==> src/rtl/tlc_pkg.sv <==
// Shared definitions for the traffic light controller: light colours,
// FSM state encoding and the dwell counter width.
package tlc_pkg;

  localparam int CNT_W = 8;

  typedef logic [1:0] colour_t;

  localparam colour_t RED    = 2'd0;
  localparam colour_t YELLOW = 2'd1;
  localparam colour_t GREEN  = 2'd2;

  typedef enum logic [2:0] {
    S0 = 3'd0,  // highway green, waiting for a country-road car
    S1 = 3'd1,  // highway yellow
    S2 = 3'd2,  // all red
    S3 = 3'd3,  // country road green
    S4 = 3'd4   // country road yellow
  } tlc_state_e;

  // States that leave on a dwell timeout rather than on the sensor.
  function automatic logic is_timed(tlc_state_e s);
    return (s == S1) || (s == S2) || (s == S4);
  endfunction

endpackage

==> src/rtl/tlc_dwell_timer.sv <==
// Dwell counter: synchronous clear to zero, counts while enabled, and
// flags done on the last cycle of a delay-cycle dwell.
module tlc_dwell_timer
  import tlc_pkg::*;
#(
  parameter int W = CNT_W
) (
  input  logic         clk,
  input  logic         rst,
  input  logic         clr,
  input  logic         en,
  input  logic [W-1:0] delay,
  output logic         done
);

  logic [W-1:0] count_q, count_d;

  always_comb begin
    count_d = count_q;
    if (clr)     count_d = '0;
    else if (en) count_d = count_q + W'(1);
  end

  always_ff @(posedge clk or posedge rst) begin
    if (rst) count_q <= '0;
    else     count_q <= count_d;
  end

  // delay >= 1, so delay-1 never underflows and count never wraps.
  assign done = en && (count_q == delay - W'(1));

endmodule

==> src/rtl/traffic_light_controller.sv <==
// Highway / country-road traffic light controller: five-state Moore FSM,
// with yellow and all-red dwell times set by parameters.
module traffic_light_controller
  import tlc_pkg::*;
#(
  parameter int unsigned Y2RDELAY = 3,
  parameter int unsigned R2GDELAY = 2
) (
  input  logic       X,
  output logic [1:0] CR,
  output logic [1:0] HW,
  input  logic       clk,
  input  logic       clear
);

  if (Y2RDELAY < 1 || Y2RDELAY > 255) begin : g_bad_y2r
    $error("Y2RDELAY must be in 1..255");
  end
  if (R2GDELAY < 1 || R2GDELAY > 255) begin : g_bad_r2g
    $error("R2GDELAY must be in 1..255");
  end

  localparam logic [CNT_W-1:0] Y2R = CNT_W'(Y2RDELAY);
  localparam logic [CNT_W-1:0] R2G = CNT_W'(R2GDELAY);

  tlc_state_e       state_q, state_d;
  logic             timed;
  logic             done;
  logic [CNT_W-1:0] delay_sel;

  assign timed     = is_timed(state_q);
  assign delay_sel = (state_q == S2) ? R2G : Y2R;

  tlc_dwell_timer #(.W(CNT_W)) u_timer (
    .clk   (clk),
    .rst   (clear),
    .clr   (state_d != state_q),
    .en    (timed),
    .delay (delay_sel),
    .done  (done)
  );

  // An unknown X evaluates false in both tests, so it reads as "no change".
  always_comb begin
    state_d = state_q;
    unique case (state_q)
      S0:      if (X)    state_d = S1;
      S1:      if (done) state_d = S2;
      S2:      if (done) state_d = S3;
      S3:      if (!X)   state_d = S4;
      S4:      if (done) state_d = S0;
      default:           state_d = S0;
    endcase
  end

  always_ff @(posedge clk or posedge clear) begin
    if (clear) state_q <= S0;
    else       state_q <= state_d;
  end

  always_comb begin
    HW = RED;
    CR = RED;
    unique case (state_q)
      S0:      HW = GREEN;
      S1:      HW = YELLOW;
      S3:      CR = GREEN;
      S4:      CR = YELLOW;
      default: ;
    endcase
  end

endmodule

==> config.mk <==
export PLATFORM = sky130hd
export DESIGN_NAME = traffic_light_controller
export DESIGN_NICKNAME = d
export VERILOG_FILES = /design/src/rtl/tlc_pkg.sv /design/src/rtl/tlc_dwell_timer.sv /design/src/rtl/traffic_light_controller.sv
export SDC_FILE = /design/constraint.sdc
export NUM_CORES = 1
export LEC_CHECK = 0
export ABC_CLOCK_PERIOD_IN_PS = 4600
export BUFFER_PORTS_ARGS = -buffer_cell sky130_fd_sc_hd__buf_2
export CORE_MARGIN = 3
export CORE_UTILIZATION = 40
export DETAILED_ROUTE_END_ITERATION = 10
export GPL_TIMING_DRIVEN = 0
export PLACE_DENSITY_LB_ADDON = 0.12
export SETUP_SLACK_MARGIN = 0.02
export SYNTH_ARGS = -nofsm -noshare
export SYNTH_HDL_FRONTEND = slang
export SYNTH_SLANG_ARGS = --single-unit
==> constraint.sdc <==
create_clock -name clk -period 4.6 [get_ports clk]
set_input_delay 0.23 -clock clk [delete_from_list [all_inputs] [get_ports clk]]
set_output_delay 0.23 -clock clk [all_outputs]
set_load 0.005 [all_outputs]
======== Word level (Yosys, flattened, before mapping) ========
Index checks and enable logic that the tools add are counted.
operators by class
  multiplexer cells ....................... 11
  $mul .................................... 0
  $lt $le $gt $ge ......................... 0
  divide/modulo/power cells ............... 0
  eq/ne operators ......................... 6
  reduce and logical (&&, ||, !) cells .... 5
  shift-type cells ........................ 0
  bitwise operators ....................... 0
  $add $sub $neg .......................... 2
operators by type and width
  operator                                              number
  two-way mux 8 bit                                     2
  two-way mux 3 bit                                     5
  case mux 3 bit (5 select lines)                       1
  adder 8 x 1 -> 8 bit (second input constant)          1
  equality test 8 bit                                   1
  case mux 2 bit (2 select lines)                       2
  equality test 3 x 2 -> 1 bit (second input constant)  2
  equality test 3 x 1 -> 1 bit (second input constant)  1
  equality test 3 bit (second input constant)           1
  zero test 3 bit                                       1
  != test 3 bit                                         1
  subtractor 2 x 1 -> 3 bit (second input constant)     1
  logical OR 1 bit                                      2
  nonzero test 2 bit                                    1
  logical AND 1 bit                                     1
  two-way mux 1 bit                                     1
word-level totals
  memories ................................ 0
  latch bits .............................. 0
  register bits after elaboration ......... 11
  RAM bits ................................ 0
  output and inout bits ................... 4
  input port bits ......................... 3
  logic and storage cells ................. 26
  memory bits (read-only) ................. 0

======== Depth between registers and ports, before layout ========
  depth in word-level cells ............... 9
  gate-level depth with buffers ........... 6

======== Modules after synthesis ========
From an unflattened synthesis, not the netlist that was laid out.
unflattened totals
  cells, all modules ...................... 103
  area, all modules ....................... 883.3 um^2
modules (own cells, without submodules)
  module                    seq. area each (um^2)  times used  area each (um^2)  cells an instance
  tlc_dwell_timer           200.2                  1           625.6             70
  traffic_light_controller  75.1                   1           257.7             33

======== Worst setup path before layout ========
Ideal clock, no wire load.
  path kind ............................... register to register
  start point ............................. register u_timer.count_q[2]
  end point ............................... register u_timer.count_q[0]
  data required time ...................... 4.472 ns
  library setup time ...................... 0.128 ns
  period minus slack after synthesis ...... 1.658 ns
  buffers on the path ..................... 0
  arrival time ............................ 1.530 ns
  cell stages (with the launch flop) ...... 6
  setup slack ............................. 2.942 ns
  cell sequence ........................... dfrtp_1 -> nor4_4 -> and4_1 -> o311a_4 -> mux2i_4 -> nor2_1
between the ends
  cells in the longest elaborated chain, start to end .. 6
  elaborated cells on any way between the ends .. 9
  those cells by class .................... 2 x eq/ne; 5 x mux; 2 x reduce/logical
RTL lines
  element                                                         line                                                                                            RTL
  from (decl)                                                     tlc_dwell_timer.sv:16                                                                           logic [W-1:0] count_q, count_d;
  from (signal assigned)                                          tlc_dwell_timer.sv:26                                                                           else count_q <= count_d;
  equality test 8 bit *                                           tlc_dwell_timer.sv:30                                                                           assign done = en && (count_q == delay - W'(1));
  logical AND 1 bit *                                             tlc_dwell_timer.sv:30
  two-way mux 3 bit, on equally long branches                     traffic_light_controller.sv:51, traffic_light_controller.sv:48, traffic_light_controller.sv:49
  case mux 3 bit (5 select lines) *                               traffic_light_controller.sv:46                                                                  unique case (state_q)
  != test 3 bit *                                                 traffic_light_controller.sv:37                                                                  .clr (state_d != state_q),
  two-way mux 8 bit / nonzero test 2 bit (equally long branches)  -
Mark *: on every way between the ends. The rest lies on a longest branch, timed or not.
A chain may end at the register's enable or synchronous reset.

======== Final worst setup path ========
  start point ............................. register u_timer.count_q[2]
  end point ............................... register u_timer.count_q[7]
between the ends
  cells in the longest elaborated chain, start to end .. 6
  elaborated cells on any way between the ends .. 11
  those cells by class .................... 1 x add/sub; 2 x eq/ne; 6 x mux; 2 x reduce/logical
RTL lines
  element                                                         line
  equality test 8 bit                                             tlc_dwell_timer.sv:30
  logical AND 1 bit                                               tlc_dwell_timer.sv:30
  two-way mux 3 bit, on equally long branches                     traffic_light_controller.sv:51, traffic_light_controller.sv:48, traffic_light_controller.sv:49
  case mux 3 bit (5 select lines)                                 traffic_light_controller.sv:46
  != test 3 bit                                                   traffic_light_controller.sv:37
  two-way mux 8 bit / nonzero test 2 bit (equally long branches)  -
Parallel ways exist; a longest one is shown, timed or not. The select of a mux whose other input is x is not followed.

==> impl.org <==
** Status
- Status :: finished clean

** Routing
- In the routed design, unresolved DRC markers number 0.
- Detail Route Antenna Nets :: 0
- After detailed routing, the average wire length per cell comes to 13.1 µm.
- Total vias in the final route :: 522
- For this block, the initial DRC count from the detailed router was 7.
- Wires add up to 1230 µm.
- Vias per std cell :: 5.55
- Detailed-router iteration count before antenna repair :: 4

** Final layout
- Registers take 275 µm².
- Syn-to-layout area delta :: 12.7%
- In the final layout, the multi-input gates occupy 374 µm².
- Total inserted antenna cells :: 0
- The filler cells instantiated in the layout total 153.
- Layout cell share with drive strength beyond 1 :: 0.244
- Net count of the finished layout :: 83
- Once layout is done, the placed cells without fillers occupy 767 µm².

** Synthesis
- Mean cell area of the mapped netlist :: 10.2 µm²
- Cell Area, Synth :: 681 µm²
- In this run, synthesis produced a sequential element count of 11.
- The share of synthesized area in the top cell type comes to 0.404.
- Sequential element share of the synthesized area :: 0.404
- Of the post-synthesis cell area, the part taken by muxes is 0.0478.
- The number of nets in the synthesized netlist is 71.
- Post-synthesis share of cell area spent on xor and xnor gates :: 0.116
- Number of distinct library cells after synthesis :: 27
- Top area cells in the synthesized netlist :: sky130_fd_sc_hd__dfrtp_1 40%, sky130_fd_sc_hd__xor2_1 9.0%, sky130_fd_sc_hd__nor2_1 6.1%
- Gate Count Post-Synth :: 67
- Main combinational cell family by area after synthesis :: simple AND/OR/NAND/NOR gates
- For this run, asynchronously set or reset flops after synthesis account for 1.00.
- Most common flop cell mapped by yosys :: sky130_fd_sc_hd__dfrtp_1
- In this run, synthesis inferred 0 flip-flops with an integrated enable.
- For this run, the number of Yosys warnings is 0.
- Synth Area in Compound Gates :: 0.116
- Share of synthesized cell area in and, or, nand and nor gates :: 0.252
- Synthesized-area fraction occupied by adder cells :: 0.0184
- Cell taking the most area after synthesis :: sky130_fd_sc_hd__dfrtp_1

** Timing
- Final Hold Vio Count :: 0
- Worst slew margin :: 0.720
- At the pin with the least slew margin, the transition time is 419 ps.
- RSZ-0062 raised after global routing :: false
- The max-slew violation count is 0.
- Achievable clock frequency :: 0.546 GHz
- The clock arrives with 5.02 ps of skew.
- In the finished design, the share of the clock period the worst path needs comes to 0.398.
- Setup total negative slack on the finished layout was measured at 0 ps.
- The routed design could run at a clock period as short as 1830 ps.
- Setup violations remaining at the end of the flow were counted as 0.

** Setup path
- STA classifies the critical path endpoint as a register.
- For this design, the slowest cell found on the critical path is sky130_fd_sc_hd__dfrtp_1.
- Required @ worst endpoint :: 4740 ps
- Classification of the worst setup path :: reg2reg
- Of all nets on the critical path, the largest fanout is 8.
- At the worst endpoint, the arrival time is 1980 ps.
- The worst setup path is launched from a register.
- Largest stage delay on the critical path :: 450 ps
- Sequence of cells on the critical path :: nor4_4 > and4_1 > o311a_4 > mux2i_4 > nor2_1

** Placement
- Number of port buffers :: 6
- Placed standard-cell area :: 731 µm²
- Detailed placement ended at an HPWL of 883 µm.
- Routability-driven placement finished with a final weighted congestion of 0.745.

** Floorplan
- The die covers 0.00223 mm².
- Vertical extent of the die :: 47.3 µm
- Core Footprint :: 0.00156 mm²
- 7 I/O pins were placed.
- Site Rows :: 14
- In this run the horizontal extent of the chip is 47.3 µm.
- Starting density of the core :: 0.437

** Clock network
- Level count of the clock H-tree :: 1
- CTS buffer count :: 3
- Clock tree synthesis selected as its root buffer the cell sky130_fd_sc_hd__clkbuf_4.
- The tree built by TritonCTS fans out to 11 sinks.
- Clock-pin slew was measured on the worst setup and hold paths at 70 ps.
- TritonCTS clock tree :: built
- Number of cells upsized or downsized after cts :: 0
- Clock latency of the later-clocked register in the worst-skew pair :: 270 ps
- Maximum clock insertion buffer count :: 2

** Global routing
- Global-route wire length before repair :: 2060 µm
- Vias in the first global route :: 452
- Met2 Use GR :: 0.174
- After global routing, the most crowded layer is met1.
- Entering global routing, the biggest net connects 12 pins.
- After global routing the overflow that remains totals 0.
- Met1 global-route usage :: 0.195
- Across every metal layer, demand over resource in global routing totals 0.132.
- The number of antenna violations at the first check in global routing was 0.
- Met3 Resource Use GR :: 0.0345

** Flow run
- Count of maximum capacitance violations :: 0

** Power
- Static leakage :: 0.364 nW
- IR Drop Worst-Case VDD :: 403 µV
- Power Dens Cells :: 624 mW/mm²

** Hold path
- Tightest Hold Check Type :: in2reg
[state kept, by name, indices dropped and copies added (netlist names)]
signal,cells
state_q,3
u_timer.count_q,8
[per-layer routing]
metal	wire, µm	part of all wire	vias up
met5	0	0	-
met4	25	0.020	0
met3	56	0.046	4
met2	529	0.43	9
met1	619	0.50	244
li1	-	-	265
[placed cells by master, fill, tap and decap left out]
| cell | synthesis | routed |
|---|---|---|
| sky130_fd_sc_hd__a21oi_1 | 3 | 3 |
| sky130_fd_sc_hd__a22o_1 | 1 | 1 |
| sky130_fd_sc_hd__a41o_2 | 1 | 1 |
| sky130_fd_sc_hd__and3_1 | 1 | 1 |
| sky130_fd_sc_hd__and3_2 | 2 | 2 |
| sky130_fd_sc_hd__and4_1 | 1 | 1 |
| sky130_fd_sc_hd__buf_2 | 1 | 7 |
| sky130_fd_sc_hd__buf_4 | 1 | 1 |
| sky130_fd_sc_hd__clkbuf_1 | 0 | 1 |
| sky130_fd_sc_hd__clkbuf_4 | 0 | 3 |
| sky130_fd_sc_hd__dfrtp_1 | 11 | 11 |
| sky130_fd_sc_hd__dlygate4sd3_1 | 0 | 1 |
| sky130_fd_sc_hd__ha_1 | 1 | 1 |
| sky130_fd_sc_hd__inv_1 | 5 | 5 |
| sky130_fd_sc_hd__mux2i_1 | 1 | 1 |
| sky130_fd_sc_hd__mux2i_4 | 1 | 1 |
| sky130_fd_sc_hd__nand2_1 | 2 | 2 |
| sky130_fd_sc_hd__nand2b_1 | 1 | 1 |
| sky130_fd_sc_hd__nand4_1 | 6 | 6 |
| sky130_fd_sc_hd__nor2_1 | 11 | 11 |
| sky130_fd_sc_hd__nor3_1 | 1 | 1 |
| sky130_fd_sc_hd__nor3b_1 | 1 | 1 |
| sky130_fd_sc_hd__nor4_4 | 1 | 1 |
| sky130_fd_sc_hd__nor4b_1 | 1 | 1 |
| sky130_fd_sc_hd__o21ba_2 | 1 | 1 |
| sky130_fd_sc_hd__o22ai_2 | 1 | 1 |
| sky130_fd_sc_hd__o311a_4 | 1 | 1 |
| sky130_fd_sc_hd__or3_1 | 1 | 1 |
| sky130_fd_sc_hd__xnor2_1 | 2 | 2 |
| sky130_fd_sc_hd__xor2_1 | 7 | 7 |
[cells by family (layout without fill, tap and decap cells)]
family	after synthesis	after routing
buf+inv	7	18
compound gates	8	8
flops	11	11
fa+ha+maj	1	1
mux	2	2
xor+xnor	9	9
simple gates	29	29
[synthesized netlist by cell type (2+ instances only)]
| cell | number |
|---|---|
| sky130_fd_sc_hd__nand4_1 | 6 |
| sky130_fd_sc_hd__xor2_1 | 7 |
| sky130_fd_sc_hd__xnor2_1 | 2 |
| sky130_fd_sc_hd__a21oi_1 | 3 |
| sky130_fd_sc_hd__nor2_1 | 11 |
| sky130_fd_sc_hd__dfrtp_1 | 11 |
| sky130_fd_sc_hd__inv_1 | 5 |
| sky130_fd_sc_hd__nand2_1 | 2 |
| sky130_fd_sc_hd__and3_2 | 2 |
[layout make-up]
type / count / share of cell area
sequential: 11 / 0.359
timing repair buffer: 7 / 0.0522
clock buffer: 4 / 0.0343
buffer: 2 / 0.0163
tap: 16 / 0.0261
multi-input combinational: 49 / 0.488
inverter: 5 / 0.0245
[where the power goes]
group,internal (mW),total [mW],switching (mW)
clock network,0.0336,0.0664,0.0328
logic,0.128,0.278,0.150
registers,0.116,0.134,0.0181
total,0.277,0.478,0.201
[critical path: cells and delay by family, from the launching register on]
family	cells	cell delay, ps
AO/OA/AOI/OAI	1	220
multiplexers	1	340
AND/OR/NAND/NOR	3	700
flip-flops	1	450
[metrics by stage]
stage	hold slack, ps	worst slack, ps	utilization	cells	total power [mW]
floorplan	82.4	2940	-	67	0.356
global placement	243	2790	0.469	89	0.413
detailed placement	245	2750	0.469	89	0.419
CTS	312	2750	0.492	94	0.485
global route	323	2650	0.492	94	0.522
finish	320	2770	0.492	94	0.478
[what timing repair did]
| action | in CTS | in global routing |
|---|---|---|
| hold endpoints to repair | 11 | 0 |
| buffers inserted | 0 | 0 |
| hold buffers | 1 | 0 |
[path summary, 6_finish.rpt]
| check | start | to | slack, ps | cells past startpoint |
|---|---|---|---|---|
| setup / recovery | u_timer.count_q[2]$_DFFE_PP0P_ | u_timer.count_q[7]$_DFFE_PP0P_ | 2770 | 5 |
| hold / removal | X | state_q[2]$_DFF_PP0_ | 320 | 3 |
| setup reg to reg | u_timer.count_q[2]$_DFFE_PP0P_ | u_timer.count_q[7]$_DFFE_PP0P_ | 2770 | 5 |
| hold reg to reg | u_timer.count_q[5]$_DFFE_PP0P_ | u_timer.count_q[5]$_DFFE_PP0P_ | 570 | 2 |
| max in group asynchronous | clear | u_timer.count_q[7]$_DFFE_PP0P_ | 3810 | 3 |
| min in group asynchronous | clear | state_q[2]$_DFF_PP0_ | 490 | 3 |
Note: power is estimated with default switching activity, not from simulation.
